--- config.mk ---
export PLATFORM = sky130hd
export DESIGN_NAME = led_cmd_scheduler
export DESIGN_NICKNAME = d
export VERILOG_FILES = /design/src/rtl/led_cmd_pkg.sv /design/src/rtl/led_blink_engine.sv /design/src/rtl/led_cmd_scheduler.sv
export SDC_FILE = /design/constraint.sdc
export NUM_CORES = 1
export LEC_CHECK = 0
export CELL_PAD_IN_SITES_DETAIL_PLACEMENT = 1
export CELL_PAD_IN_SITES_GLOBAL_PLACEMENT = 1
export CORE_MARGIN = 2
export CORE_UTILIZATION = 47
export CTS_BUF_LIST = sky130_fd_sc_hd__clkbuf_4 sky130_fd_sc_hd__clkbuf_8 sky130_fd_sc_hd__clkbuf_16
export CTS_CLUSTER_SIZE = 20
export DETAILED_ROUTE_END_ITERATION = 8
export PLACE_DENSITY = 0.78
export SETUP_SLACK_MARGIN = 0.5
export SLEW_MARGIN = 25
export SYNTH_ARGS = -nofsm -noshare
export SYNTH_HDL_FRONTEND = slang
export SYNTH_SLANG_ARGS = --single-unit
--- constraint.sdc ---
create_clock -name hwclk -period 2.8 [get_ports hwclk]
set_clock_uncertainty 0.15 [all_clocks]
set_input_delay 0.7 -clock hwclk [delete_from_list [all_inputs] [get_ports hwclk]]
set_output_delay 0.7 -clock hwclk [all_outputs]
set_load 0.01 [all_outputs]
--- src/rtl/led_cmd_pkg.sv ---
// Shared types and ASCII command constants for the LED command scheduler.
package led_cmd_pkg;

    typedef enum logic [1:0] {IDLE, GET_IDX, GET_RATE, APPLY} state_t;

    typedef enum logic [1:0] {OP_NONE, OP_TOGGLE, OP_CLEAR, OP_RATE} op_t;

    typedef struct packed {
        op_t        op;
        logic [1:0] idx;
        logic [2:0] rate;
    } cmd_t;

    localparam int RATE_BASE_DEF = 16;

    localparam logic [7:0] CH_LED1  = 8'h31;
    localparam logic [7:0] CH_LED4  = 8'h34;
    localparam logic [7:0] CH_CLEAR = 8'h43;
    localparam logic [7:0] CH_RATE  = 8'h52;
    localparam logic [7:0] CH_RATE0 = 8'h30;
    localparam logic [7:0] CH_RATE7 = 8'h37;
    localparam logic [7:0] CH_CR    = 8'h0D;
    localparam logic [7:0] CH_LF    = 8'h0A;

    function automatic logic is_led_char(input logic [7:0] b);
        return (b >= CH_LED1) && (b <= CH_LED4);
    endfunction

    function automatic logic is_rate_char(input logic [7:0] b);
        return (b >= CH_RATE0) && (b <= CH_RATE7);
    endfunction

    function automatic logic [1:0] led_idx(input logic [7:0] b);
        return 2'(b - CH_LED1);
    endfunction

endpackage

--- src/rtl/led_blink_engine.sv ---
// Free-running tick counter and per-LED blink mux with registered outputs.
module led_blink_engine
    import led_cmd_pkg::*;
#(
    parameter int NUM_LEDS  = 4,
    parameter int RATE_BASE = RATE_BASE_DEF
) (
    input  logic                     hwclk,
    input  logic                     rst_n,
    input  logic [NUM_LEDS-1:0]      i_enable,
    input  logic [NUM_LEDS-1:0][2:0] i_rate,
    output logic [NUM_LEDS-1:0]      o_led
);

    logic [31:0]         r_tick;
    logic [NUM_LEDS-1:0] r_led;
    logic [NUM_LEDS-1:0] w_on;

    always_ff @(posedge hwclk or negedge rst_n) begin
        if (!rst_n) r_tick <= '0;
        else        r_tick <= r_tick + 32'd1;
    end

    // Rate 0 is steady-on; rate k follows tick bit RATE_BASE+k.
    for (genvar g = 0; g < NUM_LEDS; g++) begin : g_lane
        logic [31:0] w_shift;
        assign w_shift = r_tick >> (RATE_BASE + int'(i_rate[g]));
        assign w_on[g] = i_enable[g] & ((i_rate[g] == 3'd0) | w_shift[0]);
    end

    always_ff @(posedge hwclk or negedge rst_n) begin
        if (!rst_n) r_led <= '0;
        else        r_led <= w_on;
    end

    assign o_led = r_led;

endmodule

--- src/rtl/led_cmd_scheduler.sv ---
// UART byte command parser driving LED enable/rate config into the blink engine.
module led_cmd_scheduler
    import led_cmd_pkg::*;
#(
    parameter int NUM_LEDS  = 4,
    parameter int RATE_BASE = RATE_BASE_DEF
) (
    input  logic                hwclk,
    input  logic                rst_n,
    input  logic [7:0]          rx_data,
    input  logic                rx_valid,
    output logic                rx_ready,
    output logic [NUM_LEDS-1:0] led,
    output logic [7:0]          err_cnt
);

    state_t                   r_state, w_state_nxt;
    cmd_t                     r_cmd, w_cmd_nxt;
    logic                     w_accept, w_err;
    logic [NUM_LEDS-1:0]      r_enable;
    logic [NUM_LEDS-1:0][2:0] r_rate;
    logic [7:0]               r_err_cnt;

    assign rx_ready = (r_state != APPLY);
    assign w_accept = rx_valid && rx_ready;
    assign err_cnt  = r_err_cnt;

    always_comb begin
        w_state_nxt = r_state;
        w_cmd_nxt   = r_cmd;
        w_err       = 1'b0;
        case (r_state)
            IDLE: if (w_accept) begin
                if (is_led_char(rx_data)) begin
                    w_cmd_nxt   = '{op: OP_TOGGLE, idx: led_idx(rx_data), rate: 3'd0};
                    w_state_nxt = APPLY;
                end else if (rx_data == CH_CLEAR) begin
                    w_cmd_nxt   = '{op: OP_CLEAR, idx: 2'd0, rate: 3'd0};
                    w_state_nxt = APPLY;
                end else if (rx_data == CH_RATE) begin
                    w_state_nxt = GET_IDX;
                end else if (rx_data != CH_CR && rx_data != CH_LF) begin
                    w_err = 1'b1;
                end
            end
            GET_IDX: if (w_accept) begin
                if (is_led_char(rx_data)) begin
                    w_cmd_nxt.op  = OP_RATE;
                    w_cmd_nxt.idx = led_idx(rx_data);
                    w_state_nxt   = GET_RATE;
                end else begin
                    w_err       = 1'b1;
                    w_cmd_nxt   = '0;
                    w_state_nxt = IDLE;
                end
            end
            GET_RATE: if (w_accept) begin
                if (is_rate_char(rx_data)) begin
                    w_cmd_nxt.rate = rx_data[2:0];
                    w_state_nxt    = APPLY;
                end else begin
                    w_err       = 1'b1;
                    w_cmd_nxt   = '0;
                    w_state_nxt = IDLE;
                end
            end
            APPLY: begin
                w_cmd_nxt   = '0;
                w_state_nxt = IDLE;
            end
            default: w_state_nxt = IDLE;
        endcase
    end

    always_ff @(posedge hwclk or negedge rst_n) begin
        if (!rst_n) begin
            r_state   <= IDLE;
            r_cmd     <= '0;
            r_err_cnt <= '0;
        end else begin
            r_state <= w_state_nxt;
            r_cmd   <= w_cmd_nxt;
            if (w_err && r_err_cnt != 8'hFF) r_err_cnt <= r_err_cnt + 8'd1;
        end
    end

    // Config is written only on the edge that ends APPLY.
    always_ff @(posedge hwclk or negedge rst_n) begin
        if (!rst_n) begin
            r_enable <= '0;
            r_rate   <= '0;
        end else if (r_state == APPLY) begin
            case (r_cmd.op)
                OP_CLEAR: begin
                    r_enable <= '0;
                    r_rate   <= '0;
                end
                OP_TOGGLE, OP_RATE: begin
                    for (int i = 0; i < NUM_LEDS; i++) begin
                        if (int'(r_cmd.idx) == i) begin
                            if (r_cmd.op == OP_TOGGLE) r_enable[i] <= ~r_enable[i];
                            else                       r_rate[i]   <= r_cmd.rate;
                        end
                    end
                end
                default: ;
            endcase
        end
    end

    led_blink_engine #(
        .NUM_LEDS  (NUM_LEDS),
        .RATE_BASE (RATE_BASE)
    ) u_engine (
        .hwclk    (hwclk),
        .rst_n    (rst_n),
        .i_enable (r_enable),
        .i_rate   (r_rate),
        .o_led    (led)
    );

endmodule

======== Word level (Yosys, flattened, before mapping) ========
Cells that the tools add are included.
storage, ports and cells
  flip-flop bits (word level) ............. 69
  output and inout bits ................... 13
  word-level logic and storage cells ...... 138
cells by class
  add/sub/neg operators ................... 7
  magnitude comparators ................... 4
  equal/unequal tests ..................... 28
  shift operators ......................... 4
  multiplexer cells ....................... 44
  bitwise gates (word level) .............. 12
  reductions and logical operators ........ 24
operators by type and width
  kind                                                               count
  >> shifter 32 x 32 -> 1 bit                                        4
  AND reduction 4 bit                                                9
  two-way mux 7 bit                                                  5
  adder 32 x 1 -> 32 bit, second input constant                      1
  one-hot mux 7 bit (4 select lines)                                 1
  adder 5 x 3 -> 6 bit, first input constant                         4
  inequality test 2 bit, second input constant                       12
  one-hot mux 12 bit (2 select lines)                                1
  two-way mux 3 bit                                                  7
  two-way mux 1 bit                                                  17
  == test 8 x 7 -> 1 bit, second input constant                      2
  greater-or-equal comparator 8 x 6 -> 1 bit, second input constant  2
  <= comparator 8 x 6 -> 1 bit, second input constant                2
  two-way mux 2 bit                                                  8
  inequality test 8 x 4 -> 1 bit, second input constant              2
  == test 2 bit, second input constant                               6
  logical NOT 3 bit                                                  4
  AND reduction 5 bit                                                2
  adder 8 x 1 -> 8 bit, second input constant                        1
  two-way mux 4 bit                                                  2
  inequality test 8 bit, second input constant                       1
  one-hot mux 2 bit (4 select lines)                                 1
  one-hot mux 4 bit (2 select lines)                                 1
  == test 2 x 1 -> 1 bit, second input constant                      3
  11 further kinds                                                   25

======== Depth between registers and ports, before layout ========
  word-level depth ........................ 9
  gate-level depth with buffers ........... 8
  depth with buffers taken out ............ 7

======== Hierarchy ========
From an unflattened synthesis, not the netlist that was laid out.
unflattened totals
  cell total of the unflattened synthesis .. 294
  area total of the unflattened synthesis .. 3304.4 um2
by module, submodules not included
  module             times used  cells each  area an instance (um2)
  led_cmd_scheduler  1           172         1923.1
  led_blink_engine   1           122         1381.3

======== Least setup slack after synthesis ========
Ideal clock, no wire load.
  path kind ............................... input -> register
  start point ............................. input port rx_data[1]
  end point ............................... register r_cmd[3] in the netlist's numbering
  setup time .............................. 125 ps
  arrival ................................. 2226 ps
  required time ........................... 2525 ps
  slack ................................... 299 ps
  cell stages on the path ................. 7
  cell sequence ........................... inv_1 > ha_1 > nor4b_1 > nand4b_4 > a31o_4 > nand2b_4 > mux2_4
on the way
  word-level cells in the longest chain between the ends .. 5
  elaborated cells between the ends (all ways) .. 15
RTL lines
  item                                                                                        line                                              text
  start, declared                                                                             led_cmd_scheduler.sv:10                           input logic [7:0] rx_data,
  greater-or-equal comparator 8 x 6 -> 1 bit or <= comparator 8 x 6 -> 1 bit (tied branches)  led_cmd_pkg.sv:26                                 return (b >= CH_LED1) && (b <= CH_LED4);
  logical AND 1 bit                                                                           led_cmd_pkg.sv:26
  two-way mux 4 bit or two-way mux 7 bit (tied branches)                                      led_cmd_scheduler.sv:47, led_cmd_scheduler.sv:34
  two-way mux 7 bit, on equally long branches                                                 led_cmd_scheduler.sv:46, led_cmd_scheduler.sv:33
  one-hot mux 7 bit (4 select lines)                                                          led_cmd_scheduler.sv:32                           case (r_state)
  end signal, assigned                                                                        led_cmd_scheduler.sv:82                           r_cmd <= w_cmd_nxt;
  end, declared                                                                               led_cmd_scheduler.sv:18                           cmd_t r_cmd, w_cmd_nxt;
Several ways; a longest one is shown, not always the timed one. The select of a mux whose other input is x is not followed.
A chain may end at the register's enable or synchronous reset.

======== Worst setup path in the final report ========
Ends and elaborated chain as after synthesis.

==> qor.txt <==
Status: completed
Layout area overhead: 24.71%
Vert. Die Dim: 87.10 microns
Root buffer cell: clkbuf_8
Largest net degree at the start of global routing: 62
Area of the multi-input gates: 1769 sq um
R2r startpoint: r_state[0]$_DFFE_PN0P_
Count of cell types in the netlist: 46
Grt ovf: 0
Synth Net Count: 319
Number of cells produced by synthesis: 293
Final WS setup: 0.5495 ns
CP Class: in -> reg
Fin Hold WS: 0.1992 ns
Gr usage total: 21.51%
P_leak: 1.807 nW
Post-Place Setup Slack: -0.1331 ns
Initial core utilization: 48.04%
Reg2reg path depth: 8
Post-DP HPWL: 5234 microns
Drt drc: 0
H-tree levels: 3
Arrival @ worst endpoint: 2.33 ns
Fill cells: 720
Delay-heaviest family, CP: buffers and inverters
Reg-to-reg slack, setup: 0.56 ns
Die footprint: 7586 sq um
Pre-Repair DR Iteration Count: 4
Crit path top cell by count: nand2b_4
Clock buffer depth: 2
Final instance area: 4048 sq um
Worst Setup End Kind: flip-flop
Drt wl/cell: 17.66 microns
Dominant cells by area after synthesis: dfrtp_1 (47%), xnor2_1 (7.0%), ha_1 (5.8%), mux2_2 (4.5%), nand3_1 (3.2%)
Antenna viol nets, final: 0
PD cells: 698.5 nW/um^2
Actual slew at the worst max-slew pin: 0.4827 ns
# IOs: 24
Largest stage delay, worst path: 0.29 ns
Buf/Inv on CP: 3
Core Box Area: 6756 sq um
Mean post-synth cell area: 11.08 sq um
Register Area: 1528 sq um
Placed cells: 412
CP max-delay cell: mux2_4
Post-synth EDFFs: 0
RSZ-0062 raised after global routing: true
Cell Count, Final, Fillers Out: 432
Sequential-to-total area share from yosys stat: 47.03%
Post-synth top area share: 47.03%
Clock sink count: 61
Max Freq: 444.4 MHz
Crit-path cells: clkdlybuf4s15_1, inv_2, buf_4, ha_2, nand2b_4, nand4b_4, a31o_4, nand2b_4, mux2_4
Nets@finish: 373
Fraction of registers with async set/reset: 100.0%
Synthesized flop and latch total: 61
Leading area contributor after synthesis: dfrtp_1
Final Power: 2.827 mW
Slew HR: 67.75%
Placed Instance Area: 3729 sq um
Drt initial violations: 47
Syn Std Cell Area: 3246 sq um
Synth Flop Type: dfrtp_1
CP required: 2.88 ns
Fin. Hold Viols: 0
Critical Path Fanout Max: 4
# setup viols final: 0
Count of final max-slew check failures: 0
Port Buffers: 23
Max-Cap Viols: 0
Number of antenna violations at the first check in global routing: 0
CP Depth: 9
Routed vias: 2440
Worst-Skew Late Latency: 0.35 ns
Critical R2R Capture: err_cnt[1]$_DFFE_PN0P_
Die Span X: 87.10 microns
Number of global-route vias before repair: 2564
Synth warn: 0
Post-Route WL: 7629 microns
Critical Path Source Type: input pin
Avg Vias per Cell: 5.648
Final core occ: 59.91%
Final setup TNS: 0 ns
Hold buffers post-CTS: 0
First-pass GRT wire length: 12440 microns
Clock transition at path regs: 0.08 ns
Hold Crit Class: in -> async
CTS Buf Count: 9
RePlAce Congestion: 0.8132
CTS tree: built
# diodes: 0
Worst VDD drop: 0.0006089 V
Share of cells above drive strength 1: 25.57%
Row count: 30
Final min period: 2.250 ns
Tcrit/Tclk final: 80.37%
what timing repair did:
action / CTS / global route
buffers inserted: 4 / 0
pin swaps: 3 / 4
gates cloned: 0 / 0
setup endpoints to repair: 17 / 15
resized for setup: 15 / 22
cell families after synthesis:
family,share of synthesized area (%)
xor gates and xnor gates,7.826
adders and majority gates,5.783
muxes,10.83
buffers and inverters,1.850
and+or+nand+nor,18.35
DFF,47.03
AOI/OAI and AO/OA,8.327
per-layer routing:
layer  vias to the layer above  track usage, %  part of all wire (%)
li1                       1152               -                     -
met1                      1248           27.95                    46
met2                        27           35.81                    51
met3                        13           5.213                   2.1
met4                         0           6.294                   1.3
met5                         -               0                     0
worst max-delay path by stage:
stage / slack [ns] / startpoint / end
2_1_floorplan: 0.52 / rx_data[1] / r_cmd[3]$_DFFE_PN0P_
3_3_place_gp: -0.06 / rx_data[0] / err_cnt[1]$_DFFE_PN0P_
3_5_place_dp: -0.13 / rx_data[1] / r_cmd[2]$_DFFE_PN0P_
4_1_cts: 0.50 / r_state[0]$_DFFE_PN0P_ / err_cnt[1]$_DFFE_PN0P_
5_1_grt: 0.45 / rx_data[1] / r_cmd[5]$_DFFE_PN0P_
6_report: 0.55 / rx_data[1] / r_cmd[3]$_DFFE_PN0P_
worst register-to-register path: stages (launching register included):
cell     delay (ns)
dfrtp_2        0.45
buf_4          0.16
inv_1          0.08
ha_2           0.31
nor4b_2        0.22
and3_1         0.25
nor2_1         0.09
nand2_2        0.11
mux2_4         0.30
synth_stat cells, drive strengths merged, types with 2 or more instances:
| cell | instances |
|---|---|
| nor4b | 3 |
| nor2b | 4 |
| nand2 | 20 |
| o21ai | 8 |
| xnor2 | 26 |
| mux4 | 4 |
| mux2i | 7 |
| nand2b | 6 |
| mux2 | 16 |
| a21oi | 15 |
| nand4 | 7 |
| nand3 | 21 |
| o31ai | 3 |
| xor2 | 3 |
| nor2 | 22 |
| inv | 14 |
| and2b | 2 |
| dfrtp | 61 |
| a221oi | 4 |
| and4 | 3 |
| ha | 15 |
| and2 | 3 |
| nand3b | 2 |
| a31o | 2 |
| nor3 | 4 |
| clkbuf | 2 |
| and3 | 5 |
flip-flops by register name, indices dropped and copies added, names as in the netlist:
| register | cells |
|---|---|
| err_cnt | 8 |
| r_cmd | 7 |
| r_enable | 4 |
| r_rate | 12 |
| r_state | 2 |
| u_engine.o_led | 4 |
| u_engine.r_tick | 24 |
final cells by class:
type | count | area share, %
clock buffer | 9 | 3.060
sequential | 61 | 37.74
inverter | 14 | 1.298
clock inverter | 7 | 1.824
timing repair buffer | 45 | 9.892
multi-input combinational | 216 | 43.71
tap | 80 | 2.473
where the power goes:
group / switching [mW] / leakage [nW] / internal, mW
Sequential: 0.103 / 0.821 / 0.967
Clock: 0.392 / 0.0996 / 0.414
Combinational: 0.485 / 0.886 / 0.466
cell usage in the layout (no fill, tap or decap), types with 5 or more instances in the layout:
cell type	n
nand2_1	19
a21oi_1	14
inv_1	13
nand4_1	7
mux2i_1	7
mux2_2	13
nor2_1	20
xnor2_1	26
clkbuf_8	9
ha_1	10
clkdlybuf4s50_1	13
and3_1	5
nand3_1	20
dfrtp_1	60
dlygate4sd2_1	5
buf_4	20
No activity file was read; power rests on OpenSTA's default activity.
